## src/rtl/apb_master_arbiter.sv

```systemverilog
// apb_master_arbiter: round-robin sharing of one APB master port among NUM_REQ requesters,
// with SETUP/ACCESS sequencing and a wait-state timeout that aborts with an error response.
module apb_master_arbiter #(
  parameter int APB_ADDR_WIDTH = 32,
  parameter int APB_DATA_WIDTH = 32,
  parameter int NUM_REQ        = 4,
  parameter int TIMEOUT_CYCLE  = 16
) (
  input  logic                              apb_clk_in,
  input  logic                              apb_rstn_in,
  input  logic [NUM_REQ-1:0]                req_valid_in,
  input  logic [NUM_REQ-1:0]                req_write_in,
  input  logic [NUM_REQ*APB_ADDR_WIDTH-1:0] req_addr_in,
  input  logic [NUM_REQ*APB_DATA_WIDTH-1:0] req_wdata_in,
  output logic [NUM_REQ-1:0]                req_ready_out,
  output logic [NUM_REQ-1:0]                rsp_valid_out,
  output logic [APB_DATA_WIDTH-1:0]         rsp_rdata_out,
  output logic                              rsp_error_out,
  output logic [APB_ADDR_WIDTH-1:0]         apb_addr_out,
  output logic                              apb_psel_out,
  output logic                              apb_penable_out,
  output logic                              apb_write_out,
  output logic [APB_DATA_WIDTH-1:0]         apb_wdata_out,
  input  logic [APB_DATA_WIDTH-1:0]         apb_rdata_in,
  input  logic                              apb_ready_in,
  input  logic                              apb_slverr_in
);
  localparam int GW = $clog2(NUM_REQ);
  localparam int CW = $clog2(TIMEOUT_CYCLE + 1);
  typedef enum logic [1:0] {IDLE, SETUP, ACCESS, RESP} state_t;
  state_t state, state_nx;
  logic [GW-1:0] last, last_nx, gnt, gnt_nx, pick, idx;
  logic [CW-1:0] cnt, cnt_nx;
  logic found;
  logic [NUM_REQ-1:0] req_ready_nx, rsp_valid_nx;
  logic [APB_DATA_WIDTH-1:0] rsp_rdata_nx, wdata_nx;
  logic [APB_ADDR_WIDTH-1:0] addr_nx;
  logic rsp_error_nx, psel_nx, penable_nx, write_nx;

  // First valid requester strictly after the last grant, wrapping around.
  always_comb begin
    found = 1'b0;
    pick = '0;
    idx = '0;
    for (int i = 1; i <= NUM_REQ; i++) begin
      idx = GW'((int'(last) + i) % NUM_REQ);
      if (!found && req_valid_in[idx]) begin
        found = 1'b1;
        pick = idx;
      end
    end
  end

  always_comb begin
    state_nx = state;
    last_nx = last;
    gnt_nx = gnt;
    cnt_nx = cnt;
    req_ready_nx = '0;
    rsp_valid_nx = '0;
    rsp_rdata_nx = rsp_rdata_out;
    rsp_error_nx = rsp_error_out;
    addr_nx = apb_addr_out;
    write_nx = apb_write_out;
    wdata_nx = apb_wdata_out;
    psel_nx = apb_psel_out;
    penable_nx = apb_penable_out;
    case (state)
      IDLE: begin
        psel_nx = found;
        penable_nx = 1'b0;
        addr_nx = found ? req_addr_in[int'(pick)*APB_ADDR_WIDTH +: APB_ADDR_WIDTH] : '0;
        wdata_nx = found ? req_wdata_in[int'(pick)*APB_DATA_WIDTH +: APB_DATA_WIDTH] : '0;
        write_nx = found & req_write_in[pick];
        req_ready_nx = found ? NUM_REQ'(1) << pick : '0;
        gnt_nx = found ? pick : gnt;
        last_nx = found ? pick : last;
        state_nx = found ? SETUP : IDLE;
      end
      SETUP: begin
        penable_nx = 1'b1;
        state_nx = ACCESS;
      end
      ACCESS: begin
        if (apb_ready_in || cnt == CW'(TIMEOUT_CYCLE - 1)) begin
          rsp_rdata_nx = (apb_ready_in && !apb_write_out) ? apb_rdata_in : '0;
          rsp_error_nx = apb_ready_in ? apb_slverr_in : 1'b1;
          rsp_valid_nx = NUM_REQ'(1) << gnt;
          psel_nx = 1'b0;
          penable_nx = 1'b0;
          state_nx = RESP;
        end
        cnt_nx = apb_ready_in ? cnt : cnt + CW'(1);
      end
      default: begin
        cnt_nx = '0;
        state_nx = IDLE;
      end
    endcase
  end

  always_ff @(posedge apb_clk_in or negedge apb_rstn_in) begin
    if (!apb_rstn_in) begin
      state <= IDLE;
      last <= GW'(NUM_REQ - 1);
      gnt <= '0;
      cnt <= '0;
      req_ready_out <= '0;
      rsp_valid_out <= '0;
      rsp_rdata_out <= '0;
      rsp_error_out <= 1'b0;
      apb_addr_out <= '0;
      apb_psel_out <= 1'b0;
      apb_penable_out <= 1'b0;
      apb_write_out <= 1'b0;
      apb_wdata_out <= '0;
    end else begin
      state <= state_nx;
      last <= last_nx;
      gnt <= gnt_nx;
      cnt <= cnt_nx;
      req_ready_out <= req_ready_nx;
      rsp_valid_out <= rsp_valid_nx;
      rsp_rdata_out <= rsp_rdata_nx;
      rsp_error_out <= rsp_error_nx;
      apb_addr_out <= addr_nx;
      apb_psel_out <= psel_nx;
      apb_penable_out <= penable_nx;
      apb_write_out <= write_nx;
      apb_wdata_out <= wdata_nx;
    end
  end
endmodule

```

## config.mk

```make
export PLATFORM = sky130hd
export DESIGN_NAME = apb_master_arbiter
export DESIGN_NICKNAME = d
export VERILOG_FILES = /design/src/rtl/apb_master_arbiter.sv
export SDC_FILE = /design/constraint.sdc
export NUM_CORES = 1
export LEC_CHECK = 0
export ABC_AREA = 1
export CORE_AREA = 5 5 154 156
export DETAILED_ROUTE_END_ITERATION = 8
export DIE_AREA = 0 0 159 161
export PLACE_DENSITY = 0.69
export SLEW_MARGIN = 20
export SYNTH_ARGS = -nofsm -noshare
export SYNTH_HDL_FRONTEND = slang
export SYNTH_SLANG_ARGS = --single-unit
```

## constraint.sdc

```tcl
create_clock -name apb_clk_in -period 3 [get_ports apb_clk_in]
set_input_delay 0.6 -clock apb_clk_in [delete_from_list [all_inputs] [get_ports apb_clk_in]]
set_output_delay 0.6 -clock apb_clk_in [all_outputs]
set_load 0.01 [all_outputs]
```

# == Word level (Yosys, flattened, before mapping) ==
# Index checks and enable logic that the tools add are counted.
# word_totals
reg_bits,119
out_inout_bits,108
# classes
n_bitwise,2
order_cmp,5
mux,34
n_eq_ne,5
n_shift,4
addsub,5
n_reduce_logical,18
# ops
operator,n
128-bit by 8-bit indexed part select with 32-bit output,2
32-bit two-way mux,3
4-bit two-way mux,4
2-bit by 3-bit less-than comparator with 1-bit output (second input constant),5
1-bit two-way mux,12
1-bit binary-select mux with 2-bit select,5
2-bit two-way mux,5
5-bit one-hot mux with 2 select lines,1
2-bit AND reduction,5
1-bit by 2-bit left shift with 4-bit output (first input constant),2
2-bit one-hot mux with 3 select lines,1
5-bit by 1-bit adder with 5-bit output (second input constant),1
5-bit by 4-bit equality test with 1-bit output (second input constant),1
5-bit two-way mux,1
2-bit by 1-bit adder with 2-bit output (second input constant),2
2-bit adder (second input constant),2
1-bit logical AND,4
1-bit zero test,4
2-bit inequality test (second input constant),2
1-bit one-hot mux with 3 select lines,1
3-bit nonzero test,1
2-bit by 1-bit equality test with 1-bit output (second input constant),1
2-bit equality test (second input constant),1
2-bit zero test,1
6 further kinds,6

# == Logic depth before layout (Yosys ltp) ==
# Gate-level depths: netlist of run 1.
# logic_depth
word_depth,16
ltp_mapped,16

# == Worst setup path before layout of run 1 ==
# Ideal clock, no wire load.
# synth_timing
path_kind,reg-to-reg
from,register last[0]
to,register apb_addr_out[28]
path_slack_ns,1.081
t_arrival_ns,1.801
path_stages_with_launch,15
cell_sequence,dfstp_2 -> buf_6 -> inv_4 -> nand2_1 -> nand3_1 -> nand2_1 -> nor2_4 -> nand3_1 -> nand2_1 -> nor2_1 -> buf_4 -> buf_2 -> nand3_1 -> nand3_1 -> nand2_1
# synth_via
elab_chain_len,15
elab_cells_between_ends,28
cone_classes,4 x add/sub; 1 x shift; 17 x mux; 6 x reduce/logical
# synth_lines
item,line_no,source
"start, declared",32,"logic [GW-1:0] last, last_nx, gnt, gnt_nx, pick, idx;"
"start signal, assigned",105,last <= GW'(NUM_REQ - 1);
"start signal, assigned",119,last <= last_nx;
2-bit by 1-bit adder with 2-bit output,46,idx = GW'((int'(last) + i) % NUM_REQ);
1-bit binary-select mux with 2-bit select,47,if (!found && req_valid_in[idx]) begin
1-bit two-way mux (not written as such),47,
1-bit two-way mux,47,
1-bit zero test,47,
1-bit logical AND,47,
1-bit two-way mux,47,
1-bit zero test,47,
1-bit logical AND,47,
1-bit two-way mux,47,
1-bit zero test,47,
1-bit logical AND,47,
2-bit two-way mux,47,
128-bit by 8-bit indexed part select with 32-bit output,72,addr_nx = found ? req_addr_in[int'(pick)*APB_ADDR_WIDTH +: APB_ADDR_WIDTH] : '0;
32-bit two-way mux *,72,
"end signal, assigned",126,apb_addr_out <= addr_nx;
"end, declared",19,"output logic [APB_ADDR_WIDTH-1:0] apb_addr_out,"
# Every way passes the cells marked *; elsewhere a longest branch is shown, timed or not. The select of a mux whose other input is x is not followed.
# A chain may end at the register's enable or synchronous reset.

# == Final worst setup path of run 1 ==
# layout_timing
from,register last[0]
to,register apb_addr_out[25]
# Same word-level chain as after synthesis.

==> results of run 1 <==
## cell usage in the layout (no fill, tap or decap), drive strengths merged, types with 2 or more instances in the layout
master	instances
diode	2
nand3	239
dfrtp	117
bufinv	5
a21oi	3
buf	22
nand2	377
o21ai	9
clkbuf	19
clkinv	2
nand4	130
o22ai	2
dfstp	2
inv	28
nor2	14
clkdlybuf4s50	406
clkinvlp	2
nor3	4
ha	5
## path summary, 6_finish.rpt
path,slack [ns],cells after the start,endpoint,from
max,0.49,14,apb_addr_out[25],last[0]
min,0.09,1,rsp_rdata_out[1],apb_rstn_in
min reg2reg,0.46,1,rsp_valid_out[0],gnt[1]
max in group asynchronous,2.19,2,apb_wdata_out[29],apb_rstn_in
min in group apb_clk_in,0.46,1,rsp_valid_out[0],gnt[1]
max reg2reg,0.49,14,apb_addr_out[25],last[0]
## power groups by stage
| stage | sequential (uW) | clock [uW] | combinational [uW] |
|---|---|---|---|
| final | 2730 | 2280 | 10400 |
| after global routing | 2810 | 2400 | 11400 |
| after CTS | 2730 | 2320 | 10400 |
| after detailed placement | 2740 | 0 | 10400 |
| after global placement | 2730 | 0 | 10300 |
| after floorplan | 2960 | 0 | 6310 |
## cell type report
type	count	share of cell area
clock buffer	19	0.0355
inverter	24	0.00760
multi-input combinational	787	0.306
clock inverter	13	0.0179
sequential	119	0.244
timing repair buffer	428	0.359
antenna	2	0.000411
tap	285	0.0293
## metrics by stage
| stage | util | hold WS [ns] | cells |
|---|---|---|---|
| after floorplan | - | 0.304 | 1024 |
| after global placement | 0.519 | 0.451 | 1643 |
| after detailed placement | 0.519 | 0.457 | 1643 |
| after CTS | 0.548 | 0.0833 | 1675 |
| after global routing | 0.548 | 0.101 | 1677 |
| final | 0.548 | 0.0859 | 1677 |
## sequential cells by signal, indices dropped and copies added (netlist names)
| name | cells |
|---|---|
| apb_addr_out | 32 |
| apb_penable_out | 1 |
| apb_psel_out | 1 |
| apb_wdata_out | 32 |
| apb_write_out | 1 |
| cnt | 5 |
| gnt | 2 |
| last | 2 |
| req_ready_out | 4 |
| rsp_error_out | 1 |
| rsp_rdata_out | 32 |
| rsp_valid_out | 4 |
| state | 2 |
## critical path, cell delays in order, from the launching register on
cell and delay [ns]:
dfstp_2 0.66, inv_4 0.10, nand2_1 0.07, nand2_1 0.09
nand2_1 0.07, nand2_1 0.09, nand2_1 0.14, nand2_1 0.10
nand2_4 0.09, nand3_4 0.26, buf_12 0.29, nand2_1 0.09
nand3_1 0.15, nand3_1 0.13, nand2_1 0.05
## layer usage
layer | wire length, um | vias to the layer above | share of wire | track usage
met5 | 0 | - | 0 | 0
met4 | 778 | 0 | 0.024 | 0.0783
met3 | 2690 | 55 | 0.083 | 0.0707
met2 | 16200 | 411 | 0.50 | 0.416
met1 | 12900 | 4098 | 0.40 | 0.298
li1 | - | 4224 | - | -
## logic make-up after synthesis
kind of cell | share of synthesized area
and+or+nand+nor | 0.489
AOI/OAI and AO/OA | 0.0133
buffers and inverters | 0.0760
adders and majority gates | 0.00866
DFF | 0.413
==> reports/metrics.cfg, run 1 <==
[clocking]
cts_root_buf = clkbuf_16
htree_levels = 4
ctsHoldBuffers = 0
clock_sinks = 119
cts_buffer_depth = 2
post_cts_buffers = 0
insertion_delay_ns = 0.42
numCtsBuffers = 17
path_clk_slew_ns = 0.06
cts_tree = yes
cts_resized = 0

[place]
portBuffers = 407
dpl_cell_area_um2 = 11500
routabilityCongestion = 0.925
hpwl_mm = 23.7
preCtsSetupSlack_ns = 0.162

[sta]
fin_crit_sh = 0.837
fmax_mhz = 398
period_needed_ns = 2.51
worst_pin_slew_ns = 0.711
hold_violations = 0
rsz0062_at_grt = false
fin_ws_ns = 0.490
setup-violations-final = 0
skew_ns = 0.0114
fin_setup_tns_ns = 0
maxSlewHeadroom = 0.526
drv_slew = 0

[logic_synthesis]
synth_top_area_frac = 0.405
synth_edf_count = 0
avgSynthCellArea_um2 = 7.06
synthesis.instances = 1024
synth_area_leaders = dfrtp_1 (41%), nand2_1 (19%), nand3_1 (16%)
synth_top_area_cell = dfrtp_1
synth-seq-area-share = 0.413
yosysMostFrequentCell = nand2_1
synth-main-ff-cell = dfrtp_1
yosys_warnings = 0
synth_seq_cells = 119
synth_common_cells = nand2_1 (374), nand3_1 (236), nand4_1 (130), dfrtp_1 (117), buf_2 (47)
synth_cell_types = 27
synthesis.nets = 1329
syn_area_um2 = 7220
synthArstFlopShare = 1.00

[global_routing]
antenna_found_initial = 2
gr-total-overflow = 0
grt_pass1_vias = 8687
grt_pass1_wl_mm = 50.1
grt_usage = 0.244
grt_max_degree = 133

[power_and_ir_drop]
switchingPower_uw = 7530
ir_drop_mv = 0.904
switching_share = 0.490
p_seq_frac = 0.178
power_uw = 15400
p_leak_uw = 0.00552
combPwrFrac = 0.674
pwr-share-clk = 0.149
powerDensity_nw_per_um2 = 1260
internal_power_uw = 7850

[flow_run]
maxCapViolCount = 0

[floorplan]
die_area_um2 = 25600
ioPinCount = 408
initial_core_util = 0.325
fp-row-count = 55
core_um2 = 22200
die_width_um = 159
die-height_um = 161

[run_status]
status = completed

[route]
wl_mm = 32.5
via_per_inst = 5.24
route.vias.total = 8788
drc = 0
ant_nets = 0
drt_pre_antenna_iters = 5
wire_per_inst_um = 19.4
first_iter_violations = 729

[final_layout]
drive_gt1_frac = 0.0532
num-fill-cells = 2086
final_cell_area_um2 = 12200
regArea_um2 = 2980
fin_nets = 1682
multiInputGateArea_um2 = 3730
syn2layout_area_growth_pct = 68.7

[setup_path]
critPathLaunchType = register
worstSetupEndpointType = register
worstPathRequired_ns = 3.30
path_class = register to register
cp_max_fo = 43
arrival_ns = 2.81

[min_path]
hold_path_class = input pin to async pin

(Power assumes the default switching activity.)
==> run 2, diff against run 1 <==
Settings changed: PLACE_DENSITY 0.69 to 0.72.
Clock period 3 ns to 2.15 ns, I/O delays scaled along.
==> run 2 against run 1 <==
  * Final area grew 9.7%
  * Critical endpoint is now apb_wdata_out[23]
  * Cell count grew 4.5%
  * Combinational power grew 87%
  * The flow now finishes with violations (setup timing)
  * Setup slack lost 0.58 ns
  * Global-route usage shrank 0.55 points
  * Largest power group unchanged
  * Sequential cell count is the same
==> reports/metrics.cfg, run 2 (synthesis gave the netlist of run 1 again) <==
[setup_path]
cp_max_fo = 11  ; -74%
worstPathRequired_ns = 2.46  ; -0.84 ns
critPathLaunchType = register
slowest_delay_ns = 0.63  ; -0.03 ns
worstReg2RegStart = last[0]
startpoint = last[0]
reg2reg_to = apb_wdata_out[23]
crit_buf_inv = 3  ; +1
worstSetupEndpointType = register
ff2ff_path_depth = 14  ; unchanged
crit_family = simple AND/OR/NAND/NOR gates
path_class = register to register
worstPathCellList = buf_6 -> nand2_1 -> nand2_2 -> nand2_2 -> nand2_4 -> nor2_4 -> nand3_1 -> nand2_2 -> nor2_4 -> buf_4 -> clkbuf_16 -> nand3_1 -> nand3_1 -> nand2_1
slowest_stage = dfstp_2
reg2reg_slack_ns = -0.09  ; -0.58 ns
arrival_ns = 2.55  ; -0.26 ns

[floorplan]
fp-row-count = 55  ; unchanged
ioPinCount = 408  ; unchanged
core_um2 = 22200  ; unchanged
die-height_um = 161  ; unchanged
die_area_um2 = 25600  ; unchanged
initial_core_util = 0.325  ; unchanged
die_width_um = 159  ; unchanged

[final_layout]
multiInputGateArea_um2 = 3920  ; +4.9%
fin_nets = 1754  ; +4.3%
regArea_um2 = 2980  ; unchanged
syn2layout_area_growth_pct = 85.1
final_common_cell = clkdlybuf4s50_1
reg.largest.list = apb_addr_out: 32 flops, apb_wdata_out: 32 flops, rsp_rdata_out: 32 flops
layout_common_cells = clkdlybuf4s50_1 (406), nand2_1 (352), nand3_1 (226)
num-fill-cells = 1972  ; -5.5%
drive_gt1_frac = 0.124  ; +0.0712

[clocking]
htree_levels = 4  ; unchanged
clock_sinks = 119  ; unchanged
cts_buffer_depth = 2  ; unchanged
cts_root_buf = clkbuf_16
path_clk_slew_ns = 0.06  ; about the same
cts_tree = yes
numCtsBuffers = 17  ; unchanged
insertion_delay_ns = 0.43  ; about the same

[global_routing]
top_usage_layer = met2
grt_max_degree = 72  ; -46%
grt_util_met3 = 0.0697  ; -0.00102
met1_usage = 0.289  ; -0.00900
grtUsageMet2 = 0.399  ; -0.0169
grt_pass1_wl_mm = 49.1  ; -2.0%
gr-total-overflow = 0  ; unchanged
grt_usage = 0.238  ; -0.00553
grt_pass1_vias = 8841  ; +1.8%
antenna_found_initial = 6  ; +4

[route]
drc = 0  ; unchanged
first_iter_violations = 1056  ; +45%
ant_nets = 0  ; unchanged
wire_per_inst_um = 21.0  ; +8.3%
drt_pre_antenna_iters = 6  ; +1
route.vias.total = 9660  ; +9.9%
via_per_inst = 5.51  ; +5.2%
wl_mm = 36.8  ; +13%

[sta]
drv_slew = 0  ; unchanged
fin_ws_ns = -0.0880  ; -0.578 ns
skew_ns = 0.0118  ; +0.000421 ns
rsz0062_at_grt = true
holdWs_ns = 0.367  ; +0.281 ns
setup-violations-final = 65  ; +65
period_needed_ns = 2.24  ; -0.272 ns
fin_crit_sh = 1.04  ; +0.204
fmax_mhz = 447  ; +12%
worst_pin_slew_ns = 0.651  ; -0.0593 ns
maxSlewHeadroom = 0.565  ; +0.0396
hold_violations = 0  ; unchanged

[power_and_ir_drop]
combPwrFrac = 0.742  ; +0.068
internal_power_uw = 13800  ; +75%
p_seq_frac = 0.146  ; -0.032
ir_drop_mv = 0.862  ; -4.7%
p_leak_uw = 0.00610  ; +10%
pwr-share-clk = 0.113  ; -0.036
switchingPower_uw = 12400  ; +65%
power_uw = 26100  ; +70%
powerDensity_nw_per_um2 = 1960  ; +55%
switching_share = 0.474  ; -0.0157

[flow_run]
maxCapViolCount = 0  ; unchanged

[run_status]
status = finished with violations
violations = setup timing

[place]
preCtsSetupSlack_ns = -0.332  ; -0.495 ns
routabilityCongestion = 0.902  ; -2.6%
portBuffers = 407  ; unchanged
hpwl_mm = 24.2  ; +1.9%

[min_path]
hold_path_class = input pin to async pin

-- run 2: cell types whose count changed in the layout (fill, tap and decap cells not counted), sizes merged --
cell | previous run | this run
buf | 22 | 78
bufinv | 5 | 2
clkbuf | 19 | 32
clkinv | 2 | 4
clkinvlp | 2 | 1
diode | 2 | 5
dlygate4sd3 | 0 | 1
inv | 28 | 31
nand2 | 377 | 378
-- run 2: power by group through the flow --
| stage | Sequential, uW | Clock (uW) | Combinational, uW |
|---|---|---|---|
| after floorplan | 4120 | 0 | 8800 |
| after global placement | 3790 | 0 | 15200 |
| after detailed placement | 3810 | 0 | 15300 |
| after CTS | 3790 | 3010 | 15600 |
| after global routing | 3910 | 3100 | 20700 |
| final | 3810 | 2940 | 19400 |
-- run 2: stage by stage --
step / setup TNS [ns] / instance area [um^2] / instances / utilization
after floorplan: 0 / 7220 / 1024 / -
after global placement: -13.35 / 11900 / 1681 / 0.535
after detailed placement: -16.81 / 11900 / 1681 / 0.535
after CTS: -0.0137 / 12600 / 1716 / 0.566
after global routing: -11.04 / 13400 / 1752 / 0.602
final: -2.88 / 13400 / 1752 / 0.602
-- run 2: final cells by class --
cell class	instances	share of cell area
Antenna cell	5	0.000936
Clock buffer	18	0.0328
Clock inverter	14	0.0122
Inverter	24	0.00786
Multi-Input combinational cell	788	0.293
Sequential cell	119	0.223
Tap cell	285	0.0267
Timing Repair Buffer	499	0.404
-- run 2: timing repair --
| action | CTS | global route |
|---|---|---|
| resized for setup | 16 | 68 |
| buffers inserted | 2 | 12 |
| pin swaps | 0 | 19 |
| hold endpoints to repair | 4 | 0 |
| setup endpoints to repair | 72 | 74 |
| hold buffers | 1 | 0 |
| cloned | 0 | 19 |
-- run 2: routing by layer --
| layer | share of wire | wire, um |
|---|---|---|
| met1 | 0.37 | 13800 |
| met2 | 0.48 | 17800 |
| met3 | 0.11 | 3880 |
| met4 | 0.037 | 1350 |
| met5 | 0.00035 | 13 |
-- run 2: worst max path at each step --
stage	end	slack (ns)	cells past startpoint
3_5_place_dp	apb_wdata_out[5]	-0.33	14
6_report	apb_wdata_out[23]	-0.09	14
2_1_floorplan	apb_addr_out[28]	0.23	14
4_1_cts	apb_wdata_out[2]	-0.01	13
3_3_place_gp	apb_wdata_out[5]	-0.29	14
5_1_grt	apb_wdata_out[27]	-0.21	14
==> run 3, diff against run 2 <==
Settings changed: SETUP_SLACK_MARGIN set to 0.2.
==> run 3 against run 2 <==
  * The flow still finishes with violations (setup timing)
  * Non-clock buffer count up 25
  * Register-to-register slack worse by 0.07 ns
  * Clock skew about the same
  * Critical path type unchanged
==> reports/metrics.cfg, run 3 (synthesis gave the netlist of run 1 again) <==
[global_routing]
grt_usage = 0.265  ; +0.0270
grtUsageMet2 = 0.452  ; +0.0530
grt_max_degree = 72  ; unchanged
grt_pass1_vias = 9419  ; +6.5%
gr-total-overflow = 0  ; unchanged
met1_usage = 0.325  ; +0.0355
grt_util_met3 = 0.0720  ; +0.00230
antenna_found_initial = 5  ; -1
grt_pass1_wl_mm = 54.2  ; +10%
top_usage_layer = met2

[min_path]
hold_path_class = input pin to async pin

[sta]
fin_crit_sh = 1.07  ; +0.0327
fmax_mhz = 433  ; -3.0%
maxSlewHeadroom = 0.682  ; +0.117
period_needed_ns = 2.31  ; +0.0703 ns
holdWs_ns = 0.368  ; +0.000377 ns
skew_ns = 0.0122  ; +0.000374 ns
drv_slew = 0  ; unchanged
fin_ws_ns = -0.158  ; -0.0703 ns
setup-violations-final = 73  ; +12%
rsz0062_at_grt = true
hold_violations = 0  ; unchanged
worst_pin_slew_ns = 0.477  ; -0.174 ns

[route]
drt_pre_antenna_iters = 7  ; +1
ant_nets = 0  ; unchanged
drc = 0  ; unchanged
via_per_inst = 5.59  ; +1.3%
first_iter_violations = 1118  ; +5.9%
route.vias.total = 9919  ; +2.7%
wl_mm = 39.1  ; +6.1%
wire_per_inst_um = 22.0  ; +4.7%

[setup_path]
worstPathRequired_ns = 2.46  ; about the same
cp_max_fo = 17  ; +6
worstReg2RegStart = last[0]
ff2ff_path_depth = 13  ; -1
crit_buf_inv = 3  ; unchanged
cp_num_cells = 13  ; -1
slowest_delay_ns = 0.64  ; about the same
reg2reg_slack_ns = -0.16  ; -0.07 ns
slowest_stage = dfstp_2
crit_family = simple AND/OR/NAND/NOR gates
cpMostUsedCell = nand2_2
arrival_ns = 2.62  ; +0.07 ns
startpoint = last[0]
endpoint = apb_wdata_out[16]
worstSetupEndpointType = register
critPathLaunchType = register
reg2reg_to = apb_wdata_out[16]
worstPathCellList = inv_4 -> nand2_2 -> nand2_2 -> nand2_2 -> nand2_4 -> nor2_4 -> nand3_4 -> buf_12 -> clkbuf_16 -> nand4_1 -> nand3_1 -> nand3_1 -> nand2_1
path_class = register to register

[final_layout]
final_common_cell = clkdlybuf4s50_1
fin_util = 0.650  ; +0.0485
syn2layout_area_growth_pct = 100
reg.largest.list = apb_addr_out: 32 flops, apb_wdata_out: 32 flops, rsp_rdata_out: 32 flops
final_cells = 1776  ; +1.4%
drive_gt1_frac = 0.198  ; +0.0739
num-fill-cells = 1823  ; -7.6%
fin_nets = 1779  ; +1.4%
layout_common_cells = clkdlybuf4s50_1 (406), nand2_1 (332), nand3_1 (165)

[flow_run]
maxCapViolCount = 0  ; unchanged

[power_and_ir_drop]
p_leak_uw = 0.00654  ; +7.3%
ir_drop_mv = 0.976  ; +13%
power_uw = 30600  ; +17%
powerDensity_nw_per_um2 = 2120  ; +8.4%

[clocking]
path_clk_slew_ns = 0.06  ; about the same
cts_tree = yes
cts_root_buf = clkbuf_16
htree_levels = 4  ; unchanged
clock_sinks = 119  ; unchanged
cts_buffer_depth = 2  ; unchanged
insertion_delay_ns = 0.43  ; about the same
numCtsBuffers = 17  ; unchanged

[floorplan]
fp-row-count = 55  ; unchanged
ioPinCount = 408  ; unchanged
core_um2 = 22200  ; unchanged
initial_core_util = 0.325  ; unchanged
die-height_um = 161  ; unchanged
die_width_um = 159  ; unchanged
die_area_um2 = 25600  ; unchanged

[run_status]
status = finished with violations
violations = setup timing

[place]
portBuffers = 407  ; unchanged
routabilityCongestion = 0.902  ; unchanged
dp.cells = 1681  ; unchanged
hpwl_mm = 24.2  ; unchanged

## run 3: cell count changes in the layout (fill, tap and decap cells not counted), moves of 4 or more
cell | previous run | this run
buf_12 | 20 | 29
buf_16 | 4 | 15
buf_4 | 42 | 34
buf_6 | 8 | 20
nand2_1 | 352 | 332
nand2_2 | 17 | 32
nand2_4 | 7 | 11
nand3_1 | 226 | 165
nand3_2 | 10 | 66
nand3_4 | 3 | 9
## run 3: repair_timing
item	CTS	global route
endpoints found under the hold margin	4	0
setup endpoints to repair	75	75
pin swaps	17	68
gates resized for setup	109	103
hold buffers	1	0
setup buffers	23	3
cloned	14	18
## run 3: power breakdown
part	total, uW	switching [uW]	internal [uW]
Combinational	23800	12400	11400
Clock	2950	1180	1770
Sequential	3820	582	3240
Total	30600	14200	16500
## run 3: layer usage
layer	up-vias	routed length (um)
li1	4449	-
met1	4652	14600
met2	694	19100
met3	122	3810
met4	2	1530
met5	-	19
## run 3: worst reg2reg max path, stage by stage, from the launching register on
cell	delay, ns
dfstp_2	0.64
inv_4	0.09
nand2_2	0.08
nand2_2	0.08
nand2_2	0.10
nand2_4	0.07
nor2_4	0.18
nand3_4	0.18
buf_12	0.21
clkbuf_16	0.20
nand4_1	0.12
nand3_1	0.10
nand3_1	0.10
nand2_1	0.05
## run 3: area by class of cell
| class | instances | area (um^2) | area share |
|---|---|---|---|
| Inverter | 24 | 103 | 0.00710 |
| Clock inverter | 14 | 163 | 0.0113 |
| Timing Repair Buffer | 524 | 6020 | 0.416 |
| Clock buffer | 18 | 439 | 0.0304 |
| Tap cell | 285 | 357 | 0.0247 |
| Sequential cell | 119 | 2980 | 0.206 |
| Antenna cell | 4 | 10.0 | 0.000693 |
| Multi-Input combinational cell | 788 | 4380 | 0.303 |
## run 3: how the worst min path moves through the flow
stage,startpoint,end,cells past startpoint
2_1_floorplan,apb_rstn_in,apb_addr_out[0],0
3_5_place_dp,apb_rstn_in,rsp_rdata_out[0],1
5_1_grt,apb_rstn_in,rsp_rdata_out[4],2
3_3_place_gp,apb_rstn_in,rsp_rdata_out[0],1
4_1_cts,apb_rstn_in,rsp_rdata_out[4],2
6_report,apb_rstn_in,rsp_rdata_out[4],2
## run 3: metrics by stage
step	setup TNS, ns	setup WS, ns	instance area (um^2)
final	-7.33	-0.158	14500
after CTS	-0.0245	-0.00659	13600
after detailed placement	-16.81	-0.332	11900
after global placement	-13.35	-0.291	11900
after global routing	-12.06	-0.208	14500
after floorplan	0	0.231	7220
